--- config.mk ---
export PLATFORM = sky130hd
export DESIGN_NAME = bulls_cows_game_ctrl
export DESIGN_NICKNAME = d
export VERILOG_FILES = /design/src/rtl/bulls_cows_game_ctrl.sv
export SDC_FILE = /design/constraint.sdc
export NUM_CORES = 1
export LEC_CHECK = 0
export BUFFER_PORTS_ARGS = -buffer_cell sky130_fd_sc_hd__buf_2
export CORE_MARGIN = 4
export CORE_UTILIZATION = 55
export CTS_CLUSTER_SIZE = 40
export DETAILED_ROUTE_END_ITERATION = 8
export PLACE_DENSITY = 0.77
export SLEW_MARGIN = 30
export SYNTH_ARGS = -nofsm -noshare
export SYNTH_HDL_FRONTEND = slang
export SYNTH_SLANG_ARGS = --single-unit
--- constraint.sdc ---
create_clock -name clock -period 4.5 [get_ports clock]
set_clock_uncertainty 0.05 [all_clocks]
set_input_delay 0.9 -clock clock [delete_from_list [all_inputs] [get_ports clock]]
set_output_delay 0.9 -clock clock [all_outputs]
set_load 0.01 [all_outputs]
--- src/rtl/bulls_cows_game_ctrl.sv ---
// Two-player Bulls and Cows sequencer: secret capture, alternating guesses, scoring and match score.
// Define BULLS_COWS_GUESS_LIMIT_EN to enable per-player guess limits ending a round in a draw.
module bulls_cows_game_ctrl #(
    parameter int RESULT_HOLD_CYCLES = 200000000,
    parameter int MAX_GUESSES        = 10
) (
    input  logic        clock,
    input  logic        reset,
    input  logic [15:0] sw,
    input  logic        confirm,
    output logic [2:0]  game_state,
    output logic [7:0]  J1_points,
    output logic [7:0]  J2_points,
    output logic [2:0]  bull_count,
    output logic [2:0]  cow_count,
    output logic        guess_confirmed,
    output logic        winner,
    output logic        input_error
);

    localparam int HOLD_W = (RESULT_HOLD_CYCLES > 1) ? $clog2(RESULT_HOLD_CYCLES) : 1;
    localparam logic [HOLD_W-1:0] HOLD_LOAD = HOLD_W'(RESULT_HOLD_CYCLES - 1);

    typedef enum logic [2:0] {
        J1_SETUP = 3'b000,
        J2_SETUP = 3'b001,
        J1_GUESS = 3'b010,
        J2_GUESS = 3'b011,
        END_GAME = 3'b111
    } state_t;

    state_t            state_reg;
    logic [15:0]       secret1_reg;
    logic [15:0]       secret2_reg;
    logic [HOLD_W-1:0] hold_reg;

    logic [15:0] target;
    logic [3:0]  entry_digit  [4];
    logic [3:0]  target_digit [4];
    logic [3:0]  digit_in_range;
    logic [3:0]  bull_hit;
    logic [3:0]  present_hit;
    logic        entry_distinct;
    logic        entry_valid;
    logic [2:0]  bull_sum;
    logic [2:0]  present_sum;
    logic [2:0]  cow_sum;
    logic        in_guess;
    logic        score_fire;
    logic        new_round;
    logic        draw_now;

    function automatic logic [2:0] popcount4(input logic [3:0] v);
        return {2'b00, v[0]} + {2'b00, v[1]} + {2'b00, v[2]} + {2'b00, v[3]};
    endfunction

    // J1 hunts secret2, J2 hunts secret1
    assign target = (state_reg == J1_GUESS) ? secret2_reg : secret1_reg;

    genvar gi;
    generate
        for (gi = 0; gi < 4; gi++) begin : g_digit
            assign entry_digit[gi]    = sw[4*gi +: 4];
            assign target_digit[gi]   = target[4*gi +: 4];
            assign digit_in_range[gi] = (entry_digit[gi] <= 4'd9);
            assign bull_hit[gi]       = (entry_digit[gi] == target_digit[gi]);
            assign present_hit[gi]    = (entry_digit[gi] == target_digit[0]) |
                                        (entry_digit[gi] == target_digit[1]) |
                                        (entry_digit[gi] == target_digit[2]) |
                                        (entry_digit[gi] == target_digit[3]);
        end
    endgenerate

    assign entry_distinct = (entry_digit[0] != entry_digit[1]) && (entry_digit[0] != entry_digit[2]) &&
                            (entry_digit[0] != entry_digit[3]) && (entry_digit[1] != entry_digit[2]) &&
                            (entry_digit[1] != entry_digit[3]) && (entry_digit[2] != entry_digit[3]);
    assign entry_valid    = (&digit_in_range) && entry_distinct;

    // A bull is always also a present digit, so this never underflows
    assign bull_sum    = popcount4(bull_hit);
    assign present_sum = popcount4(present_hit);
    assign cow_sum     = present_sum - bull_sum;

    assign in_guess   = (state_reg == J1_GUESS) || (state_reg == J2_GUESS);
    assign score_fire = in_guess && !guess_confirmed && confirm && entry_valid;
    assign new_round  = (state_reg == END_GAME) && confirm;

`ifdef BULLS_COWS_GUESS_LIMIT_EN
    localparam int GC_W = (MAX_GUESSES > 0) ? $clog2(MAX_GUESSES + 1) : 1;
    localparam logic [GC_W-1:0] GC_MAX = GC_W'(MAX_GUESSES);

    logic [GC_W-1:0] j1_guesses_reg;
    logic [GC_W-1:0] j2_guesses_reg;

    always_ff @(posedge clock or posedge reset) begin
        if (reset) begin
            j1_guesses_reg <= '0;
            j2_guesses_reg <= '0;
        end else if (new_round) begin
            j1_guesses_reg <= '0;
            j2_guesses_reg <= '0;
        end else if (score_fire) begin
            if (state_reg == J1_GUESS && j1_guesses_reg != GC_MAX)
                j1_guesses_reg <= j1_guesses_reg + 1'b1;
            if (state_reg == J2_GUESS && j2_guesses_reg != GC_MAX)
                j2_guesses_reg <= j2_guesses_reg + 1'b1;
        end
    end

    // The draw is only decided at the end of a J2 hold, once both players are exhausted
    assign draw_now = (state_reg == J2_GUESS) && (j1_guesses_reg == GC_MAX) && (j2_guesses_reg == GC_MAX);
`else
    // MAX_GUESSES has no effect without the guess limit
    assign draw_now = 1'b0 & (MAX_GUESSES == 0);
`endif

    always_ff @(posedge clock or posedge reset) begin
        if (reset) begin
            state_reg       <= J1_SETUP;
            secret1_reg     <= '0;
            secret2_reg     <= '0;
            hold_reg        <= '0;
            J1_points       <= '0;
            J2_points       <= '0;
            bull_count      <= '0;
            cow_count       <= '0;
            guess_confirmed <= 1'b0;
            winner          <= 1'b0;
            input_error     <= 1'b0;
        end else begin
            input_error <= 1'b0;
            case (state_reg)
                J1_SETUP: begin
                    if (confirm) begin
                        if (entry_valid) begin
                            secret1_reg <= sw;
                            state_reg   <= J2_SETUP;
                        end else begin
                            input_error <= 1'b1;
                        end
                    end
                end
                J2_SETUP: begin
                    if (confirm) begin
                        if (entry_valid) begin
                            secret2_reg <= sw;
                            state_reg   <= J1_GUESS;
                        end else begin
                            input_error <= 1'b1;
                        end
                    end
                end
                J1_GUESS, J2_GUESS: begin
                    if (guess_confirmed) begin
                        if (hold_reg == '0) begin
                            guess_confirmed <= 1'b0;
                            if (draw_now) begin
                                state_reg  <= END_GAME;
                                bull_count <= '0;
                                cow_count  <= '0;
                                winner     <= 1'b0;
                            end else begin
                                state_reg <= (state_reg == J1_GUESS) ? J2_GUESS : J1_GUESS;
                            end
                        end else begin
                            hold_reg <= hold_reg - 1'b1;
                        end
                    end else if (confirm) begin
                        if (!entry_valid) begin
                            input_error <= 1'b1;
                        end else begin
                            bull_count      <= bull_sum;
                            cow_count       <= cow_sum;
                            guess_confirmed <= 1'b1;
                            hold_reg        <= HOLD_LOAD;
                            if (bull_sum == 3'd4) begin
                                state_reg <= END_GAME;
                                winner    <= (state_reg == J2_GUESS);
                                if (state_reg == J1_GUESS) begin
                                    if (J1_points != 8'hFF) J1_points <= J1_points + 8'd1;
                                end else begin
                                    if (J2_points != 8'hFF) J2_points <= J2_points + 8'd1;
                                end
                            end
                        end
                    end
                end
                END_GAME: begin
                    guess_confirmed <= 1'b0;
                    if (confirm) begin
                        bull_count  <= '0;
                        cow_count   <= '0;
                        secret1_reg <= '0;
                        secret2_reg <= '0;
                        state_reg   <= J1_SETUP;
                    end
                end
                default: state_reg <= J1_SETUP;
            endcase
        end
    end

    assign game_state = state_reg;

endmodule
==> results.txt <==
- Library cell with the largest summed area after synthesis: sky130_fd_sc_hd__dfrtp_1
* Buffer and inverter count on the worst path: 4
- The clock tree synthesis step divided the H-tree into 3 levels.
- In this run, synthesis produced a sequential element count of between 80 and 90.
- Yosys instantiated no cell more often than sky130_fd_sc_hd__dfrtp_1.
- Counting tap cells, the placed design contains a total of 803 instances.
- Slew at the pin with the worst max-slew slack: 0.800 ns
- Cell at the slowest stage of the critical path: sky130_fd_sc_hd__fa_1
* P&R area growth vs syn: 16.1%
- In this run the worst hold path is classified as register to register.
- Net count of the mapped netlist: 653
* Mapped Avg Cell Area: roughly 9.3 um^2
- Reg-to-reg critical path startpoint: game_state[0]
- The initialized floorplan defines 37 standard-cell rows.
- Longest individual stage delay on the worst path: just under 0.6 ns
- The critical path runs through a total of 17 cells.
- Top area cells in the synthesized netlist: sky130_fd_sc_hd__dfrtp_1, sky130_fd_sc_hd__xnor2_1, sky130_fd_sc_hd__mux2i_1
- Yosys warnings: 0
- The initial antenna violation count came to 0.
- Max Cap Violations: 0
- The run finished with clean final reports.
- Most frequent cells after synthesis: sky130_fd_sc_hd__dfrtp_1, sky130_fd_sc_hd__xnor2_1, sky130_fd_sc_hd__nand2_1
* Async set-reset flop share out of synthesis: 1.00
- Number of antenna diodes: 0
- Crit path arrival time: 4.64 ns
* Number of global-route vias before repair: 4903
* Number of enable-type register cells in the synthesized netlist: 0
- The worst setup path is captured at a register.
- Final-stage net count: between 700 and 800
- Setup repair after global routing missed its margin: true
* Routed WL: 14.8 mm
- In the final routed layout, each cell accounts on average for 17.9 um.
- Synthesis instantiated 60 different standard cells from the library.
- The initial utilization of the core area, before any placement, comes to 0.564.
- Delay-heaviest family, CP: adder cells
* Number of CTS-inserted buffers: 9
* Number of cells produced by synthesis: 623
* Post-DRT Antenna Nets: 0
- During I/O placement, the number of pins put on the boundary was 47.
- The floorplan step set the die width to 111 um.
* Post-Syn Area: 5800 um^2
- Counting cells, the worst reg-to-reg path comes to 17.
- In the global route stage, met2 resource usage came out at 0.414.
- Max FFs per register: 28
* Final routed DRC violation total: 0
- The count of buffers added on input and output ports is 46.
* Cell-by-cell trace of the critical path: nor3b_4 > buf_12 > buf_4 > mux2i_4 > xnor2_1 > nor4_2 > buf_4 > fa_1 > ha_4 > ha_1 > inv_1 > fa_1 > ha_2 > fa_2 > xor2_1 > xnor2_1 > a31o_2
- Portion of the clock cycle consumed by the worst path in the final layout: 0.984
- Clock tree buffer depth: 2
* Clk_lat worst skew: 0.37 ns
* Capturing element of the worst setup path: cow_count[2]
- Final hold viol count: 0
- Core Box Area: around 10000 um^2
- M1 GR Usage: 0.319
- After detailed routing, the number of vias per cell comes to 5.89.
* Height of the chip: around 110 um
* Areal power density over the cells: about 350 nW/um^2
* Worst Setup Path Type: register to register
- The clock period could shrink to ~4.4 ns.
- The global routing stage identified its most utilized layer as met2.
* Maximum number of pins on one net before global-route repair: 55
- For this design the static power due to leakage is 2.95 nW.
- The clock drives ~90 sinks.
* Root cell of the clock tree: sky130_fd_sc_hd__clkbuf_8
* Register-to-register setup slack: ~0.074 ns
* Maximum fanout count along the critical path: 15
- STA classifies the critical path startpoint as a register.
- Final count of negative-setup-slack endpoints: 0
- For the final routed database, the setup TNS stands at 0 ns.
* Initial detailed-routing violation count: 330
- Slew Limit Headroom: 0.463
* Proportion of layout cells with a drive suffix above 1: 0.209
* Routability congestion estimate from global placement: 0.906
- Detailed placer's ending HPWL: 10.7 mm
- R2R Path End: cow_count[2]
* Fin cells: 826
* Setup crit start: game_state[0]
* Number of vias in the routed layout: 4864
- For this run, the register share of the synthesized area comes to 0.380.
- In the global route stage, met3 resource usage came out at 0.0491.
- Area share of the leading cell type in the synthesized netlist: 0.380
- Number of buffers inserted by hold repair at cts: 0
* Detailed-routing iteration count for the pre-antenna-repair pass: 5
* First-pass GRT wire length: 24.7 mm
- The number of pins with negative max-slew slack in the final report is 0.
* Post-CTS clock slew at the launch and capture registers of the worst setup and hold paths: approximately 0.080 ns
- The most used flip-flop cell after synthesis is sky130_fd_sc_hd__dfrtp_1.
* Crit path required time: 4.71 ns
- Aggregate global routing overflow: 0
- IR drop worst, VDD: roughly 0.23 mV
* Die Footprint: 12200 um^2
- Derived from the worst setup path, the maximum achievable clock frequency is 0.226 GHz.
* Gr usage total: 0.246
- TritonCTS built the clock tree.
==> worst min path at each step <==
stage,startpoint,end,cells after the start
after floorplan,hold_reg[12],hold_reg[12],1
after global placement,J2_points[6],J2_points[6],1
after detailed placement,hold_reg[12],hold_reg[12],1
after CTS,hold_reg[0],hold_reg[0],1
after global routing,hold_reg[12],hold_reg[12],1
final,hold_reg[0],hold_reg[0],1
==> where the power goes <==
part	switching, mW	total [mW]	internal [mW]
logic	0.420	0.726	0.306
clock network	0.278	0.637	0.359
registers	0.102	0.966	0.863
total	0.800	2.33	1.53
==> area by class of cell <==
cell class                 instances  area, um^2
tap                              136         170
sequential                        88        2200
inverter                          31         118
timing repair buffer              93         596
fill                             846        3550
multi-input combinational        462        3410
clock inverter                     2        60.1
clock buffer                      14         173
==> worst register-to-register path: cells and delay by family, from the launching register on <==
family | cells | cell delay (ns)
xor gates and xnor gates | 3 | 0.44
adders and majority gates | 6 | 2.07
muxes | 1 | 0.24
and+or+nand+nor | 2 | 0.29
AOI/OAI and AO/OA | 1 | 0.24
DFF | 1 | 0.41
buffers and inverters | 4 | 0.58
==> metrics by stage <==
stage | setup WS (ns) | hold slack, ns | instance area, um^2 | util | power [mW]
after floorplan | 0.000862 | 0.408 | 5950 | - | 1.49
after global placement | 0.106 | 0.420 | 6420 | 0.625 | 1.63
after detailed placement | -0.0381 | 0.436 | 6420 | 0.625 | 1.66
after CTS | 0.0107 | 0.458 | 6670 | 0.649 | 2.30
after global routing | -0.109 | 0.476 | 6730 | 0.655 | 2.46
final | 0.0736 | 0.449 | 6730 | 0.655 | 2.33
==> logic make-up after synthesis <==
kind of cell	after synthesis	share of synthesized area
AO/OA/AOI/OAI	104	0.117
XOR/XNOR	105	0.161
adder cells (fa/ha/maj)	11	0.0276
buffers and inverters	73	0.0598
flip-flops	88	0.380
multiplexers	37	0.0645
AND/OR/NAND/NOR	205	0.191
==> timing repair <==
action	in CTS	in global routing
pin swaps	2	2
buffers inserted	1	6
setup endpoints to repair	1	1
gates resized for setup	0	3
==> layer usage <==
layer	part of all wire	routed length (um)
met1	0.43	6420
met2	0.50	7390
met3	0.044	645
met4	0.021	312
met5	0	0
==> cell usage in the layout (no fill, tap or decap), types with 19 or more instances in the layout <==
cell / instances
sky130_fd_sc_hd__buf_2: 46
sky130_fd_sc_hd__buf_4: 46
sky130_fd_sc_hd__dfrtp_1: 88
sky130_fd_sc_hd__inv_1: 29
sky130_fd_sc_hd__mux2i_1: 23
sky130_fd_sc_hd__nand2_1: 73
sky130_fd_sc_hd__nand4_1: 23
sky130_fd_sc_hd__nor2_1: 19
sky130_fd_sc_hd__o21ai_0: 33
sky130_fd_sc_hd__xnor2_1: 85
No activity file was read; power rests on OpenSTA's default activity.
